**config.mk**
```make
export PLATFORM = sky130hd
export DESIGN_NAME = fifo_rd_packer
export DESIGN_NICKNAME = d
export VERILOG_FILES = /design/src/rtl/fifo_rd_pack_pkg.sv /design/src/rtl/fifo_rd_pack_outreg.sv /design/src/rtl/fifo_rd_packer.sv
export SDC_FILE = /design/constraint.sdc
export NUM_CORES = 1
export LEC_CHECK = 0
export ABC_CLOCK_PERIOD_IN_PS = 2100
export CORE_MARGIN = 1
export CORE_UTILIZATION = 30
export CTS_BUF_LIST = sky130_fd_sc_hd__clkbuf_16
export CTS_CLUSTER_DIAMETER = 150
export DETAILED_ROUTE_END_ITERATION = 8
export SLEW_MARGIN = 15
export SYNTH_ARGS = -nofsm -noshare
export SYNTH_HDL_FRONTEND = slang
export SYNTH_SLANG_ARGS = --single-unit
```
**constraint.sdc**
```tcl
create_clock -name rclk -period 2.1 [get_ports rclk]
set_clock_uncertainty 0.05 [all_clocks]
set_input_delay 0.63 -clock rclk [delete_from_list [all_inputs] [get_ports rclk]]
set_output_delay 0.63 -clock rclk [all_outputs]
set_load 0.01 [all_outputs]
```
**src/rtl/fifo_rd_pack_pkg.sv**
```systemverilog
// Shared types and helpers for the FIFO read-side word packer.
package fifo_rd_pack_pkg;

   // Default FIFO word width and words per packed output word.
   localparam int DSIZE_DEF = 8;
   localparam int PACK_DEF  = 4;

   // FILL: popping and packing normally. FLUSH: a partial word is waiting
   // for the output slot.
   typedef enum logic {
      ST_FILL  = 1'b0,
      ST_FLUSH = 1'b1
   } st_e;

   // Lane-zeroing helper: a lane is kept only if it lies below the fill count.
   function automatic logic lane_live(input int unsigned lane, input int unsigned n);
      return (lane < n);
   endfunction

endpackage

```
**src/rtl/fifo_rd_pack_outreg.sv**
```systemverilog
// Output register for the packer. Handshake: a word transfers on a rising
// edge where out_valid and out_ready are both high; once out_valid is high,
// out_data/out_cnt hold until that transfer, and out_valid only drops on it.
module fifo_rd_pack_outreg
   import fifo_rd_pack_pkg::*;
#(
   parameter int W  = 32,
   parameter int CW = 3
) (
   input  logic          rclk,
   input  logic          rrst_n,
   input  logic          load,
   input  logic [W-1:0]  load_data,
   input  logic [CW-1:0] load_cnt,
   input  logic          out_ready,
   output logic          out_valid,
   output logic [W-1:0]  out_data,
   output logic [CW-1:0] out_cnt,
   output logic          slot_free
);

   logic          valid_q, valid_d;
   logic [W-1:0]  data_q, data_d;
   logic [CW-1:0] cnt_q, cnt_d;

   // The slot can take a new word if it is empty or is being drained this edge.
   assign slot_free = !valid_q || out_ready;

   // Load a new word, retire a transferred one, otherwise hold.
   always_comb begin
      valid_d = valid_q;
      data_d  = data_q;
      cnt_d   = cnt_q;
      if (load) begin
         valid_d = 1'b1;
         data_d  = load_data;
         cnt_d   = load_cnt;
      end else if (valid_q && out_ready) begin
         valid_d = 1'b0;
      end
   end

   // Output register state; cleared immediately by reset.
   always_ff @(posedge rclk or negedge rrst_n) begin
      if (!rrst_n) begin
         valid_q <= 1'b0;
         data_q  <= '0;
         cnt_q   <= '0;
      end else begin
         valid_q <= valid_d;
         data_q  <= data_d;
         cnt_q   <= cnt_d;
      end
   end

   assign out_valid = valid_q;
   assign out_data  = data_q;
   assign out_cnt   = cnt_q;

endmodule

```
**src/rtl/fifo_rd_packer.sv**
```systemverilog
// Read-domain FIFO consumer: pops DSIZE-bit words from a show-ahead FIFO,
// packs PACK of them (first popped word in the low lane) and offers the
// packed word downstream. A flush pushes out a partial word with its lane
// count; lanes above the count are zero.
module fifo_rd_packer
   import fifo_rd_pack_pkg::*;
#(
   parameter  int DSIZE = DSIZE_DEF,
   parameter  int PACK  = PACK_DEF,
   localparam int CW    = $clog2(PACK + 1)
) (
   input  logic                  rclk,
   input  logic                  rrst_n,
   input  logic                  rempty,
   input  logic [DSIZE-1:0]      rdata,
   output logic                  rinc,
   input  logic                  flush,
   output logic                  out_valid,
   input  logic                  out_ready,
   output logic [PACK*DSIZE-1:0] out_data,
   output logic [CW-1:0]         out_cnt,
   output st_e                   dbg_st
);

   localparam logic [CW-1:0] PACK_CW = CW'(PACK);

   logic [PACK-1:0][DSIZE-1:0] acc_q, acc_d;
   logic [CW-1:0]              cnt_q, cnt_d;
   st_e                        st_q, st_d;

   logic                       slot_free;
   logic                       load;
   logic [PACK-1:0][DSIZE-1:0] load_lanes;
   logic [CW-1:0]              load_cnt;

   // Pop decision, lane fill, hand-off to the output register and flush FSM.
   always_comb begin
      acc_d      = acc_q;
      cnt_d      = cnt_q;
      st_d       = st_q;
      rinc       = 1'b0;
      load       = 1'b0;
      load_lanes = '0;
      load_cnt   = '0;
      case (st_q)
         ST_FILL: begin
            if (flush) begin
               // Pops are frozen on the flush cycle; nothing to emit when empty.
               if (cnt_q != '0) st_d = ST_FLUSH;
            end else begin
               // A full accumulator can still pop if it empties into the slot now.
               rinc = rrst_n && !rempty && ((cnt_q < PACK_CW) || slot_free);
               if ((cnt_q == PACK_CW) && slot_free) begin
                  load       = 1'b1;
                  load_lanes = acc_q;
                  load_cnt   = PACK_CW;
                  cnt_d      = rinc ? CW'(1) : '0;
                  if (rinc) acc_d[0] = rdata;
               end else if (rinc) begin
                  for (int i = 0; i < PACK; i++) begin
                     if (cnt_q == CW'(i)) acc_d[i] = rdata;
                  end
                  cnt_d = cnt_q + CW'(1);
               end
            end
         end
         ST_FLUSH: begin
            // Stale lanes above the fill count are zeroed on the way out.
            if (slot_free) begin
               load = 1'b1;
               for (int i = 0; i < PACK; i++) begin
                  load_lanes[i] = lane_live(32'(i), 32'(cnt_q)) ? acc_q[i] : '0;
               end
               load_cnt = cnt_q;
               cnt_d    = '0;
               st_d     = ST_FILL;
            end
         end
         default: st_d = ST_FILL;
      endcase
   end

   // Accumulator, fill count and state; partial data is dropped on reset.
   always_ff @(posedge rclk or negedge rrst_n) begin
      if (!rrst_n) begin
         acc_q <= '0;
         cnt_q <= '0;
         st_q  <= ST_FILL;
      end else begin
         acc_q <= acc_d;
         cnt_q <= cnt_d;
         st_q  <= st_d;
      end
   end

   assign dbg_st = st_q;

   fifo_rd_pack_outreg #(
      .W  (PACK * DSIZE),
      .CW (CW)
   ) u_outreg (
      .rclk      (rclk),
      .rrst_n    (rrst_n),
      .load      (load),
      .load_data (load_lanes),
      .load_cnt  (load_cnt),
      .out_ready (out_ready),
      .out_valid (out_valid),
      .out_data  (out_data),
      .out_cnt   (out_cnt),
      .slot_free (slot_free)
   );

endmodule

```
---- Word-level counts from Yosys, hierarchy flattened ----
Index checks and enable logic that the tools add are counted.
word-level totals
  register bits ........................... 72
  logic and storage cells ................. 76
  input bits .............................. 13
  output and inout port bits .............. 38
cells by class
  bitwise logic cells ..................... 3
  equality and inequality tests ........... 7
  reductions and logical operators ........ 17
  $add $sub $neg .......................... 1
  $lt $le $gt $ge ......................... 5
  muxes and demuxes ....................... 34
operators by type and width
  cell                   number
  $mux W32               3
  $mux W8                8
  $pmux W32 S2           1
  $mux W3                7
  $reduce_and A5 Y1      3
  $pmux W3 S2            2
  $mux W1                11
  $eq A3 B2 Y1 const B   2
  $lt A1 B3 Y1 const A   2
  $lt A2 B3 Y1 const A   2
  $logic_and A1 B1 Y1    4
  $pmux W1 S2            2
  $reduce_and A4 Y1      1
  $reduce_bool A2 Y1     2
  $add A3 B1 Y3 const B  1
  $eq A3 B1 Y1 const B   1
  $eq A3 B3 Y1 const B   1
  $logic_not A3 Y1       1
  $lt A3 B3 Y1 const B   1
  $ne A3 B3 Y1 const B   1
  $not A1 Y1             3
  $reduce_and A3 Y1      1
  $reduce_bool A3 Y1     1
  $logic_not A1 Y1       2
  3 further kinds        4

---- Depth between registers and ports, before layout ----
  depth after elaboration ................. 8
  gate-level depth with buffers ........... 7
  mapped depth without buffers ............ 6

---- By module ----
From an unflattened synthesis, not the netlist that was laid out.
second synthesis, totals
  cells, all modules ...................... 236
  area, all modules ....................... 3345.7 sq um
by module, submodules not included
  module               cells each  sequential area each (sq um)  area an instance (sq um)  times used
  fifo_rd_packer       159         900.9                         1858.0                    1
  fifo_rd_pack_outreg  77          900.9                         1487.7                    1

---- Worst setup path after synthesis ----
OpenSTA, ideal clock, no wires.
  kind .................................... input-to-output
  start ................................... input port rempty
  end ..................................... output port rinc
  arrival time ............................ 1.352 ns
  slack ................................... 0.068 ns
  data required time ...................... 1.420 ns
  stages on the path ...................... 2
  buffers on the path ..................... 0
  cells stage by stage .................... or3b_4 a211oi_4
on the way
  longest elaborated chain between the ends .. 5
RTL lines
  element                            line                  source
  from (decl)                        fifo_rd_packer.sv:14  input logic rempty,
  $logic_not A1 Y1                   fifo_rd_packer.sv:52  rinc = rrst_n && !rempty && ((cnt_q < PACK_CW) || slot_free);
  $logic_and A1 B1 Y1 (2 in series)  fifo_rd_packer.sv:52
  $mux W1                            fifo_rd_packer.sv:47  if (flush) begin
  $mux W1                            fifo_rd_packer.sv:45  case (st_q)
  to (decl)                          fifo_rd_packer.sv:16  output logic rinc,
Every way passes these cells.

---- Final worst setup path ----
Same ends and word-level chain as after synthesis.

==> qor.csv <==
metric,value,unit
status,"complete, but fails checks",
failing checks,setup timing,
worst hold slack,0.431,ns
die width,100,um
Root Buffer Master,clkbuf_16,
htree depth,3,
Pleak,1.83,nW
largest family of logic cells by synthesized area,multiplexers,
Synth Area in Compound Gates,12.2,%
routed via count,1920,
FP Rows,35,
GRT overflow,0,
Worst Path Arrival,1.49,ns
"Seq/Total Area, Yosys",62.5,%
Post-Synth Adder-Cell Area,1.30,%
Worst path most repeated cell,buf_2,
GRT Total Usage,14.3,%
n_diodes,0,
startpoint types,input port,
CTS buffer count,9,
Skew-Pair Late Insertion Delay,0.33,ns
final worst-path cycle share,104,%
Critical Path Sink Type,primary output,
hold path start,u_outreg.out_data[26]$_DFFE_PN0P_,
worst hold path class,register to register,
Die ar.,10000,um2
CP max FO,2,
post-synthesis mux area share,14.3,%
crit-path cells,buf_2 -> or3b_4 -> a211oi_4 -> buf_2,
"Cell Area, Synth",2880,um2
Ports,51,
slowest cell delay on critical path,0.39,ns
Period minus WS final,2.17,ns
DRC viols,0,
Detailed Route Iter0 Violations,78,
VDD IR-drop max,0.468,mV
Reg-to-Reg Start,cnt_q[2]$_DFFE_PN0P_,
Initial Utilization,31.1,%
"commonest non-fill, non-tap cell in the layout",dfrtp_1,
CTS tree,yes,
"Req. time, crit path",1.42,ns
DR vias/cell,4.65,
final worst setup slack,-0.0746,ns
critical path class,input port to primary output,
vias in the first global route,2018,
first-pass GRT wire length,10600,um
final-report setup violation count,1,
initial antenna violation count,0,
Area growth syn-to-layout,37.2,%
Port Buf Inserts,50,
P per Cell Area,1390,nW/um2
Yosys cell types,31,
drt pass-1 iters,4,
CP max stage cell,or3b_4,
TNS Setup,-0.0746,ns
Critical Path Start,rempty,
max_cap viols,0,
Async SR Flop Fraction,100,%
actual slew at the worst max-slew pin,0.893,ns
xor and xnor area share after synthesis,0,%
Max Slew Vio Count,0,
Syn Area/Cell,13.7,um2
clk sink count,72,
Clock transition at path regs,0.05,ns
Rel. slew slack,40.4,%
final core occ,42.6,%
Final Hold Vio Count,0,
top cell type by total area after synthesis,dfrtp_1,
Ys Warns,0,
HPWL after DPL,4350,um
Core Region,9280,um2
routed wire length,6430,um
post-synthesis net count,227,
DR WL/cell,15.6,um
#FFs+latches synth,72,
cell count after synthesis,211,
Synth Area in Simple Gates,7.55,%
layout cell share with drive strength beyond 1,18.3,%
Post-layout nets,296,
Max Clock Freq,0.460,GHz
dominant cells by area after synthesis,"dfrtp_1 63%, mux2_1 9.8%, a22o_1 7.6%, mux2_4 4.2%, nand2_1 2.9%",
Synth top area share,62.5,%
ys flop type,dfrtp_1,
number of synthesized flops with an enable pin,0,
largest net degree at the start of global routing,73,
cts hold-fix bufs,0,
DIE HEIGHT,100,um
most frequent cells in the layout,"72 x dfrtp_1, 44 x clkdlybuf4s50_1, 25 x a22o_1, 25 x mux2_1, 22 x nand2_1",
Longest Clk Path Bufs,2,
post-route ant nets,0,
RSZ-0062 raised after global routing,yes,
Final Wtd Congestion,0.759,
state kept, by name (all words and copies together), names as in the netlist:
register and cells:
u_outreg.out_cnt 3, acc_q 32, cnt_q 3, dbg_st 1, u_outreg.out_valid 1, u_outreg.out_data 32
power breakdown:
group          leakage (nW)  internal [mW]  switching, mW  total [mW]
Sequential            0.947           1.91          0.323        2.23
Clock                 0.149           1.03          0.560        1.59
Combinational         0.736          0.938          0.724        1.66
Total                  1.83           3.87           1.61        5.48
path summary, 6_finish.rpt:
kind,slack [ns],endpoint,depth (start not counted)
setup / recovery,-0.07,rinc,4
hold / removal,0.43,u_outreg.out_data[26]$_DFFE_PN0P_,2
setup reg to reg,0.15,acc_q[1]$_DFFE_PN0P_,5
hold reg to reg,0.43,u_outreg.out_data[26]$_DFFE_PN0P_,2
max in group asynchronous,0.83,u_outreg.out_data[10]$_DFFE_PN0P_,3
min in group asynchronous,0.56,u_outreg.out_valid$_DFFE_PN0P_,3
timing repair:
item,4_1_cts,5_1_grt
endpoints found under the setup margin,46,11
resized for setup,11,2
buffers inserted,1,0
pin swaps,2,0
cells by family (layout without fill, tap and decap cells):
kind of cell             count (synthesis)  in the layout
AO/OA/AOI/OAI                           46             46
adder cells (fa/ha/maj)                  3              3
AND/OR/NAND/NOR                         42             42
buffers and inverters                   14             87
multiplexers                            34             34
flip-flops                              72             72
per-stage QoR:
stage                     instance area (um2)  cells  setup slack [ns]  total power [mW]
after CTS                                3950    413           -0.0981              5.55
after detailed placement                 3640    397            -0.920              3.93
after global placement                   3640    397            -0.826              3.89
after floorplan                          2880    211            0.0683              3.12
after global routing                     3960    413            -0.130              5.81
final                                    3960    413           -0.0746              5.48
synthesized netlist by cell type, types with 2 or more instances:
cell type,instances
dfrtp_1,72
a22o_1,25
mux2_1,25
nand2_1,22
o21ai_1,14
mux2_4,8
buf_2,6
clkbuf_1,4
ha_1,3
nand3_1,3
nor2_1,3
nor2b_1,3
inv_1,2
nand2b_1,2
nor3_1,2
o21ai_0,2
layout make-up:
| type | count | area, um2 |
|---|---|---|
| fillers | 915 | 5330 |
| flip-flops and latches | 72 | 1800 |
| inverters | 3 | 11.3 |
| clock inverters | 6 | 85.1 |
| repair buffers | 69 | 641 |
| clock buffers | 9 | 225 |
| well taps | 129 | 161 |
| multi-input cells | 125 | 1030 |
critical path, delay by kind of cell:
kind | cells | cell delay [ns]
buffers and inverters | 2 | 0.28
AND/OR/NAND/NOR | 1 | 0.39
AO/OA/AOI/OAI | 1 | 0.19
per-layer routing:
metal | part of all wire, % | track usage [%] | routed length, um | vias up
li1 | - | - | - | 894
met1 | 46 | 18.4 | 2940 | 970
met2 | 48 | 22.2 | 3060 | 43
met3 | 3.6 | 2.99 | 231 | 13
met4 | 3.2 | 8.92 | 204 | 0
met5 | 0 | 0 | 0 | -
No activity file was read; power rests on OpenSTA's default activity.
